### src/rtl/pipe_vector_driver.sv
// Self-checking stimulus source for the three-stage pipeline: drives operand pairs,
// delays the expected results and compares them against the returning pipeline result.
module pipe_vector_driver #(
    parameter int          DWIDTH  = 32,
    parameter int          LATENCY = 3,
    parameter logic [31:0] BASE1   = 32'h0000_0010,
    parameter logic [31:0] BASE2   = 32'h0000_0100
) (
    input  logic              clk,
    input  logic              rst,
    input  logic              start_i,
    input  logic [15:0]       count_i,
    input  logic [1:0]        sel_i,
    output logic [DWIDTH-1:0] op1_o,
    output logic [DWIDTH-1:0] op2_o,
    output logic [1:0]        sel_o,
    input  logic [DWIDTH-1:0] res_i,
    output logic              busy_o,
    output logic              done_o,
    output logic              pass_o,
    output logic [15:0]       err_cnt_o,
    output logic [15:0]       first_err_idx_o
);

    typedef enum logic [1:0] {IDLE, ISSUE, DRAIN, DONE} state_t;

    state_t      state_q, state_d;
    logic [15:0] cnt_q, cnt_d;
    logic [1:0]  sel_q, sel_d;
    logic [15:0] idx_q, idx_d;
    logic [3:0]  drain_q, drain_d;
    logic [15:0] err_q, err_d;
    logic [15:0] first_q, first_d;
    logic        pass_q, pass_d;

    // Delay line: expected value, its vector index, and a valid flag per stage
    logic [DWIDTH-1:0] exp_q  [LATENCY];
    logic [15:0]       kidx_q [LATENCY];
    logic [LATENCY-1:0] vld_q;

    logic [DWIDTH-1:0] op1_cur, op2_cur, exp_cur;

    always_comb begin
        op1_cur = BASE1[DWIDTH-1:0] + DWIDTH'(idx_q);
        op2_cur = BASE2[DWIDTH-1:0] - DWIDTH'(idx_q);
        case (sel_q)
            2'b00:   exp_cur = op1_cur + op2_cur;
            2'b01:   exp_cur = op1_cur - op2_cur;
            2'b10:   exp_cur = op1_cur & op2_cur;
            default: exp_cur = op1_cur | op2_cur;
        endcase
    end

    always_comb begin
        state_d = state_q;
        cnt_d   = cnt_q;
        sel_d   = sel_q;
        idx_d   = idx_q;
        drain_d = drain_q;
        err_d   = err_q;
        first_d = first_q;
        pass_d  = pass_q;

        if (vld_q[LATENCY-1] && (exp_q[LATENCY-1] != res_i)) begin
            if (err_q != 16'hFFFF) err_d = err_q + 16'd1;
            if (first_q == 16'hFFFF) first_d = kidx_q[LATENCY-1];
        end

        case (state_q)
            IDLE: begin
                if (start_i) begin
                    cnt_d   = count_i;
                    sel_d   = sel_i;
                    idx_d   = 16'd0;
                    err_d   = 16'd0;
                    first_d = 16'hFFFF;
                    if (count_i != 16'd0) begin
                        state_d = ISSUE;
                        pass_d  = 1'b0;
                    end else begin
                        state_d = DONE;
                        pass_d  = 1'b1;
                    end
                end
            end
            ISSUE: begin
                idx_d = idx_q + 16'd1;
                if (idx_q == cnt_q - 16'd1) begin
                    state_d = DRAIN;
                    drain_d = 4'd0;
                end
            end
            DRAIN: begin
                drain_d = drain_q + 4'd1;
                // The final compare lands in this cycle, so pass uses the updated count
                if (drain_q == 4'(LATENCY - 1)) begin
                    state_d = DONE;
                    pass_d  = (err_d == 16'd0);
                end
            end
            default: state_d = IDLE;
        endcase
    end

    always_ff @(posedge clk) begin
        if (!rst) begin
            state_q <= IDLE;
            cnt_q   <= 16'd0;
            sel_q   <= 2'b00;
            idx_q   <= 16'd0;
            drain_q <= 4'd0;
            err_q   <= 16'd0;
            first_q <= 16'hFFFF;
            pass_q  <= 1'b0;
            vld_q   <= '0;
            for (int i = 0; i < LATENCY; i++) begin
                exp_q[i]  <= '0;
                kidx_q[i] <= 16'd0;
            end
        end else begin
            state_q   <= state_d;
            cnt_q     <= cnt_d;
            sel_q     <= sel_d;
            idx_q     <= idx_d;
            drain_q   <= drain_d;
            err_q     <= err_d;
            first_q   <= first_d;
            pass_q    <= pass_d;
            vld_q[0]  <= (state_q == ISSUE);
            exp_q[0]  <= exp_cur;
            kidx_q[0] <= idx_q;
            for (int i = 1; i < LATENCY; i++) begin
                vld_q[i]  <= vld_q[i-1];
                exp_q[i]  <= exp_q[i-1];
                kidx_q[i] <= kidx_q[i-1];
            end
        end
    end

    assign op1_o           = (state_q == ISSUE) ? op1_cur : '0;
    assign op2_o           = (state_q == ISSUE) ? op2_cur : '0;
    assign sel_o           = sel_q;
    assign busy_o          = (state_q == ISSUE) || (state_q == DRAIN);
    assign done_o          = (state_q == DONE);
    assign pass_o          = pass_q;
    assign err_cnt_o       = err_q;
    assign first_err_idx_o = first_q;

endmodule
### config.mk
export PLATFORM = sky130hd
export DESIGN_NAME = pipe_vector_driver
export DESIGN_NICKNAME = d
export VERILOG_FILES = /design/src/rtl/pipe_vector_driver.sv
export SDC_FILE = /design/constraint.sdc
export NUM_CORES = 1
export LEC_CHECK = 0
export ABC_CLOCK_PERIOD_IN_PS = 4340
export CORE_ASPECT_RATIO = 0.8
export CORE_MARGIN = 4
export CORE_UTILIZATION = 36
export CTS_CLUSTER_DIAMETER = 60
export CTS_CLUSTER_SIZE = 30
export DETAILED_ROUTE_END_ITERATION = 12
export GPL_TIMING_DRIVEN = 0
export MAX_ROUTING_LAYER = met4
export PLACE_DENSITY = 0.63
export RECOVER_POWER = 25
export SYNTH_ARGS = -nofsm -noshare
export SYNTH_HDL_FRONTEND = slang
export SYNTH_SLANG_ARGS = --single-unit
### constraint.sdc
create_clock -name clk -period 4.34 [get_ports clk]
set_clock_uncertainty 0.05 [all_clocks]
set_input_delay 0.651 -clock clk [delete_from_list [all_inputs] [get_ports clk]]
set_output_delay 0.651 -clock clk [all_outputs]
set_load 0.01 [all_outputs]
==> results by group, run 1 <==
Clock tree
  – Clock Tree Root: clkbuf_16
  – Clk sinks: 181
  – CTS tree: yes
  – H-tree depth: 4
  – CTS max path bufs: 2
  – Insertion delay to the later sink of the worst-skew pair: 0.44 ns
  – Clock transition at path regs: 0.07 ns
  – CTS Buf Count: 17

STA
  – Relative slew slack: 0.355
  – Slew of the pin with the lowest slew margin: 0.959 ns
  – Ratio of final minimum period to clock period: 0.983
  – Final min period: 4.26 ns
  – RSZ-0062 raised after global routing: yes
  – Final hold vios: 0
  – Final setup vio count: 0
  – Slew Limit Fails: 0
  – TNS Setup: 0 ns
  – Max Fclk: 0.234 GHz

Cells and area
  – Antenna diodes: 0
  – P&R area growth vs syn: 30.3%
  – Core Util, Final: 0.476
  – Post-layout nets: 1410
  – Share of layout cells above drive strength 1: 0.115

Global route
  – Largest net degree at the start of global routing: 19
  – Antenna violations before repair: 0
  – Vias in the first global route: 7772
  – GR Util All Layers: 0.186
  – First-pass GRT wire length: 42.4 mm
  – GRT overflow: 0

Routing
  – WL final: 27.3 mm
  – 1st-iter DRT viols: 499
  – Antenna Nets Post-Route: 0
  – # DRC: 0
  – DRT Pass-1 Iters: 7
  – Routed len/inst: 16.2 um
  – Vias: 8435
  – Vias per inst: 5.00

Power and ir drop
  – LEAKAGE: 4.74 nW
  – Pwr Density: 463 nW/um^2
  – Peak VDD IR: 0.313 mV

Min path
  – Class of the worst hold path: reg2reg
  – Hold path startpoint: exp_q[0][35]$_SDFF_PN0_

Synthesis
  – Synth warn: 0
  – Primary FF master, synth: dfxtp_1
  – Avg Inst Size Synth: 8.43 um^2
  – Cells after Synth: 1134
  – Yosys cell types: 80
  – Post-Synthesis Cell Area: 9560 um^2
  – Yosys reg bits: 181
  – Post-synthesis sequential area ratio: 0.379
  – Async SR Flop Fraction: 0
  – EDFF count, synth: 0

Place
  – Buffers added on ports: 137
  – RD Place Congestion: 0.931
  – HPWL after DPL: 21.1 mm

Die
  – Die X: 190 um
  – Row cnt: 53
  – I/O pin cnt: 154
  – Initial Util: 0.365
  – Die ar.: 29300 um^2
  – Core box area: 26200 um^2
  – Height of the die: 154 um

Setup path
  – Setup CP Type: reg2reg
  – CP Max Fanout: 10
  – Launch point of the worst path: idx_q[2]$_SDFFE_PN0P_
  – CP endpoint kind: register
  – Critical R2R Launch: idx_q[2]$_SDFFE_PN0P_
  – Critical Path RT: 4.61 ns
  – Crit path arrival time: 4.54 ns
  – CP Launch Type: register

Flow run
  – MaxCap Viol Count: 0

Run status
  – Outcome: finished, final reports clean
## state kept, by name, summed over array words and instances, names as in the netlist
name / count
cnt_q: 16
drain_q: 4
err_cnt_o: 16
exp_q: 57
first_err_idx_o: 16
idx_q: 16
kidx_q: 48
pass_o: 1
sel_o: 2
state_q: 2
vld_q: 3
## cells in the final DEF, fill, tap and decap left out, types with 19 or more instances in the layout
| cell | Yosys | layout |
|---|---|---|
| dfxtp_1 | 181 | 177 |
| and2_0 | 0 | 30 |
| buf_4 | 32 | 51 |
| nor2_1 | 108 | 103 |
| nor3_1 | 21 | 19 |
| a21oi_1 | 60 | 56 |
| o21ai_0 | 48 | 45 |
| clkbuf_1 | 50 | 44 |
| clkdlybuf4s50_1 | 0 | 137 |
| inv_1 | 32 | 30 |
| xor2_1 | 41 | 40 |
| nand3_1 | 26 | 25 |
| xnor2_1 | 57 | 55 |
| nand2_1 | 95 | 95 |
| and2_1 | 107 | 76 |
| ha_1 | 39 | 34 |
## per-layer routing
metal	vias to the layer above	share of wire	global-route usage
met5	-	0	-
met4	0	0.020	0.0499
met3	35	0.055	0.0322
met2	242	0.45	0.280
met1	3928	0.48	0.261
li1	4230	-	-
## cell families after synthesis
family	synth area share
flops	0.379
other cells	0.000392
compound gates	0.140
simple gates	0.262
fa+ha+maj	0.0563
mux	0.00850
xor+xnor	0.0897
buf+inv	0.0644
## synth_stat cells (7+ instances only)
cell type,number,area [um^2]
o211ai_1,9,67.6
a21oi_1,60,300
clkbuf_1,50,188
xor2_1,41,359
nor2_1,108,405
o21ai_0,48,240
xnor2_1,57,499
dfxtp_1,181,3620
inv_1,32,120
nand2_1,95,357
and3_1,10,62.6
nand2b_1,7,43.8
ha_1,39,488
or3_1,9,56.3
a211oi_1,9,67.6
nor3_1,21,105
or4_1,7,52.6
nor4_1,18,113
and2_1,107,669
buf_4,32,240
nor2b_1,8,50.1
mux2i_1,7,70.1
nand3_1,26,130
nand4_1,17,106
or2_2,8,50.1
## through the flow
step | hold WS (ns) | setup slack (ns) | std cells | power, W | cell area [um^2]
floorplan | 0.356 | 0.0687 | 1148 | 0.00338 | 9620
global placement | 0.367 | -0.988 | 1642 | 0.00391 | 11400
detailed placement | 0.368 | -1.01 | 1642 | 0.00393 | 11400
CTS | 0.383 | -0.00675 | 1683 | 0.00570 | 12300
global route | 0.389 | -0.0499 | 1688 | 0.00610 | 12500
finish | 0.382 | 0.0751 | 1688 | 0.00577 | 12500
## critical path: stages (launching register included)
cell	delay, ns
dfxtp_2	0.34
buf_6	0.14
or4_4	0.53
buf_6	0.15
or3_4	0.36
and2_1	0.21
nor2_4	0.18
a21oi_2	0.09
xor2_2	0.16
ha_4	0.32
buf_4	0.12
nand3_2	0.08
a211oi_2	0.20
buf_4	0.16
o2111ai_4	0.13
a31oi_4	0.26
o2111ai_4	0.16
and4_1	0.23
o31a_1	0.27
## area by class of cell
type	count	area, um^2
well taps	357	447
flip-flops and latches	181	3630
repair buffers	153	1490
clock inverters	14	185
plain buffers	91	512
fillers	2576	13700
multi-input cells	840	5630
inverters	34	135
clock buffers	18	429
## power by group
part | internal, W | total [W] | switching [W]
Sequential | 0.00180 | 0.00188 | 0.0000838
Clock | 0.000877 | 0.00159 | 0.000718
Combinational | 0.000989 | 0.00229 | 0.00130
Total | 0.00367 | 0.00577 | 0.00210
## final timing paths
| path | endpoint | slack, ns | cells past startpoint |
|---|---|---|---|
| max | exp_q[0][30]$_SDFF_PN0_ | 0.08 | 18 |
| min | exp_q[0][67]$_SDFF_PN0_ | 0.38 | 1 |
| max reg2reg | exp_q[0][30]$_SDFF_PN0_ | 0.08 | 18 |
| min reg2reg | exp_q[0][67]$_SDFF_PN0_ | 0.38 | 1 |
## what timing repair did
action,in CTS,in global routing
endpoints found under the hold margin,0,0
setup buffers,9,7
hold buffers,0,0
endpoints found under the setup margin,29,25
gates resized for setup,40,35
pin swaps,13,8
Power figures use the tool's default switching activity.
==> inputs of run 2 (changes only) <==
--- a/config.mk
+++ b/config.mk
@@ -8,14 +8,16 @@
 export ABC_CLOCK_PERIOD_IN_PS = 4340
 export CORE_ASPECT_RATIO = 0.8
 export CORE_MARGIN = 4
-export CORE_UTILIZATION = 36
+export CORE_UTILIZATION = 35
 export CTS_CLUSTER_DIAMETER = 60
 export CTS_CLUSTER_SIZE = 30
 export DETAILED_ROUTE_END_ITERATION = 12
 export GPL_TIMING_DRIVEN = 0
 export MAX_ROUTING_LAYER = met4
-export PLACE_DENSITY = 0.63
+export PLACE_DENSITY = 0.61
 export RECOVER_POWER = 25
+export SKIP_CTS_REPAIR_TIMING = 1
+export SLEW_MARGIN = 20
 export SYNTH_ARGS = -nofsm -noshare
 export SYNTH_HDL_FRONTEND = slang
 export SYNTH_SLANG_ARGS = --single-unit
==> run 2 against run 1 <==
Largest power group unchanged. Register-to-register slack got worse by 0.07 ns. Clock-buffer cell count fell by 1. Power fell by 0.45%. Critical path type unchanged. Utilization fell by 1.0 points. Via count rose by 0.36%. First-iteration DRC count rose by 4.2%. Final area fell by 0.69%. Sequential power barely moved. Worst hold slack barely moved.
==> results by group, run 2 (synthesized netlist as in run 1, its figures left out) <==
Routing
  – Vias per inst: 5.03 (+0.65%)
  – Vias: 8465 (+0.36%)
  – 1st-iter DRT viols: 520 (+4.2%)
  – WL final: 27.6 mm (+1.3%)
  – # DRC: 0 (unchanged)
  – Antenna Nets Post-Route: 0 (unchanged)
  – DRT Pass-1 Iters: 5 (-2)
  – Routed len/inst: 16.4 um (+1.6%)

Global route
  – GRT overflow: 0 (unchanged)
  – Vias in the first global route: 7774 (+0.026%)
  – First-pass GRT wire length: 42.4 mm (about the same)
  – Largest net degree at the start of global routing: 20 (+1)
  – M3 GR Usage: 0.0376 (+0.00536)
  – GR Util met2: 0.278 (-0.00173)
  – M1 GR Usage: 0.253 (-0.00808)
  – Antenna violations before repair: 0 (unchanged)
  – GR Util All Layers: 0.183 (-0.00354)
  – Most Crowded Layer GR: met2

Cells and area
  – Antenna diodes: 0 (unchanged)
  – Commonest non-fill, non-tap cell in the layout: dfxtp_1
  – Share of layout cells above drive strength 1: 0.109 (-0.00560)
  – Final std cell area, no fill: 12400 um^2 (-0.69%)
  – Post-layout nets: 1405 (-0.35%)
  – Most frequent cells in the layout: dfxtp_1 (178), clkdlybuf4s50_1 (137), nor2_1 (103)
  – Core Util, Final: 0.465 (-0.0104)
  – P&R area growth vs syn: 29.4%
  – Most flops, register: exp_q
  – Largest regs: exp_q: 57 flops, kidx_q: 48 flops
  – Max reg flops: 57 (unchanged)

Power and ir drop
  – LEAKAGE: 4.71 nW (-0.64%)
  – Pwr Density: 464 nW/um^2 (+0.25%)
  – Peak VDD IR: 0.416 mV (+33%)

Setup path
  – Cells along the critical path: buf_4 -> or4_4 -> buf_6 -> or3_4 -> and2_1 -> nor2_4 -> nor2_1 -> xnor2_1 -> ha_1 -> nand3_2 -> a211oi_2 -> o2111ai_4 -> a31oi_4 -> o2111ai_2 -> and4_1 -> o31a_1
  – CP Launch Type: register
  – CP Max Fanout: 9 (-1)
  – Setup CP Type: reg2reg
  – Worst R2R End: exp_q[0][30]$_SDFF_PN0_
  – Critical R2R Launch: idx_q[4]$_SDFFE_PN0P_
  – R2r setup slk: 0.0006 ns (-0.07 ns)
  – Slowest stage delay, CP: 0.48 ns (-0.05 ns)
  – Crit path arrival time: 4.62 ns (+0.08 ns)
  – R2r worst-path depth: 16 (-2)
  – CP endpoint kind: register
  – Critical Path RT: 4.62 ns (about the same)
  – Delay-heaviest family, CP: simple AND/OR/NAND/NOR gates
  – Critical path's slowest cell: or4_4
  – Buf/Inv on CP: 2 (-2)

Die
  – Die X: 193 um (+1.4%)
  – Initial Util: 0.360 (-0.00546)
  – Die ar.: 30100 um^2 (+2.7%)
  – I/O pin cnt: 154 (unchanged)
  – Row cnt: 53 (unchanged)
  – Height of the die: 156 um (+1.3%)
  – Core box area: 26600 um^2 (+1.5%)

Min path
  – Class of the worst hold path: reg2reg
  – Hold Path Cell Cnt: 1 (unchanged)
  – Hold EP: kidx_q[0][39]$_SDFF_PN0_
  – Hold path startpoint: kidx_q[0][23]$_SDFF_PN0_

Flow run
  – MaxCap Viol Count: 0 (unchanged)

STA
  – Final hold vios: 0 (unchanged)
  – Max Fclk: 0.230 GHz (-1.7%)
  – Relative slew slack: 0.381 (+0.0263)
  – Slew Limit Fails: 0 (unchanged)
  – Ratio of final minimum period to clock period: 1.00 (+0.0172)
  – Final setup vio count: 0 (unchanged)
  – Final min period: 4.34 ns (+0.0745 ns)
  – Slew of the pin with the lowest slew margin: 0.920 ns (-0.0392 ns)
  – Hold WS: 0.383 ns (+0.000439 ns)
  – RSZ-0062 raised after global routing: yes

Place
  – RD Place Congestion: 0.915 (-1.8%)
  – Buffers added on ports: 137 (unchanged)
  – Placed cell area: 11400 um^2 (unchanged)
  – HPWL after DPL: 21.3 mm (+0.61%)

Clock tree
  – Clock Tree Root: clkbuf_16
  – CTS tree: yes
  – CTS max path bufs: 2 (unchanged)
  – CTS Buf Count: 17 (unchanged)
  – Insertion delay to the later sink of the worst-skew pair: 0.44 ns (about the same)
  – Clock transition at path regs: 0.08 ns (about the same)
  – H-tree depth: 4 (unchanged)
  – Clk sinks: 181 (unchanged)

Run status
  – Outcome: finished, final reports clean
==> run 2: cell types whose count changed in the layout (fill, tap and decap cells not counted), moves of 2 or more <==
cell	delta
clkinvlp_4	-2
and2_1	-2
buf_4	-6
ha_1	+2
and2_0	+2
ha_2	-2
clkbuf_4	+2
clkinv_8	+2
==> run 2: power by group <==
group | total, W | switching (W) | leakage, nW | internal, W
clock network | 0.00159 | 0.000757 | 0.297 | 0.000830
logic | 0.00228 | 0.00130 | 2.94 | 0.000981
registers | 0.00188 | 0.0000767 | 1.47 | 0.00180
==> run 2: worst reg2reg max path: cells and delay by family (launching register included) <==
kind / cells / cell delay [ns]
XOR/XNOR: 1 / 0.14
buffers and inverters: 2 / 0.33
AND/OR/NAND/NOR: 7 / 1.76
flip-flops: 1 / 0.35
adder cells (fa/ha/maj): 1 / 0.39
AO/OA/AOI/OAI: 5 / 1.21
==> run 2: worst max path at each step <==
| stage | startpoint | endpoint | slack, ns | depth (start not counted) |
|---|---|---|---|---|
| floorplan | idx_q[0]$_SDFFE_PN0P_ | exp_q[0][30]$_SDFF_PN0_ | 0.07 | 16 |
| global placement | idx_q[0]$_SDFFE_PN0P_ | exp_q[0][30]$_SDFF_PN0_ | -1.02 | 16 |
| detailed placement | idx_q[0]$_SDFFE_PN0P_ | exp_q[0][30]$_SDFF_PN0_ | -1.08 | 16 |
| CTS | idx_q[0]$_SDFFE_PN0P_ | exp_q[0][30]$_SDFF_PN0_ | -1.10 | 16 |
| global route | idx_q[2]$_SDFFE_PN0P_ | exp_q[0][30]$_SDFF_PN0_ | -0.19 | 16 |
| finish | idx_q[4]$_SDFFE_PN0P_ | exp_q[0][30]$_SDFF_PN0_ | 0.0006 | 16 |
==> run 2: layout make-up <==
cell class	count	area, um^2
Buffer	92	505
Clock buffer	17	425
Clock inverter	15	188
Fill cell	2609	14200
Inverter	34	131
Multi-Input combinational cell	840	5600
Sequential cell	181	3630
Tap cell	357	447
Timing Repair Buffer	147	1450
==> run 2: per-stage QoR <==
stage | setup TNS [ns] | power (W) | instances | setup WS [ns]
6_report | 0 | 0.00574 | 1683 | 0.000628
5_1_grt | -0.311 | 0.00608 | 1683 | -0.194
4_1_cts | -14.16 | 0.00551 | 1674 | -1.10
3_5_place_dp | -5.67 | 0.00393 | 1642 | -1.08
3_3_place_gp | -5.47 | 0.00391 | 1642 | -1.02
2_1_floorplan | 0 | 0.00338 | 1148 | 0.0687
==> run 2: metal layers <==
metal,part of all wire,up-vias
li1,-,4230
met1,0.47,3951
met2,0.45,260
met3,0.073,24
met4,0.012,0
met5,0,-
==> inputs of run 3 (changes only) <==
--- a/config.mk
+++ b/config.mk
@@ -9,7 +9,7 @@
 export CORE_ASPECT_RATIO = 0.8
 export CORE_MARGIN = 4
 export CORE_UTILIZATION = 35
-export CTS_CLUSTER_DIAMETER = 60
+export CTS_CLUSTER_DIAMETER = 100
 export CTS_CLUSTER_SIZE = 30
 export DETAILED_ROUTE_END_ITERATION = 12
 export GPL_TIMING_DRIVEN = 0
==> results of run 3 <==
No change in the layout: final DEF, timing and power equal those of run 2.
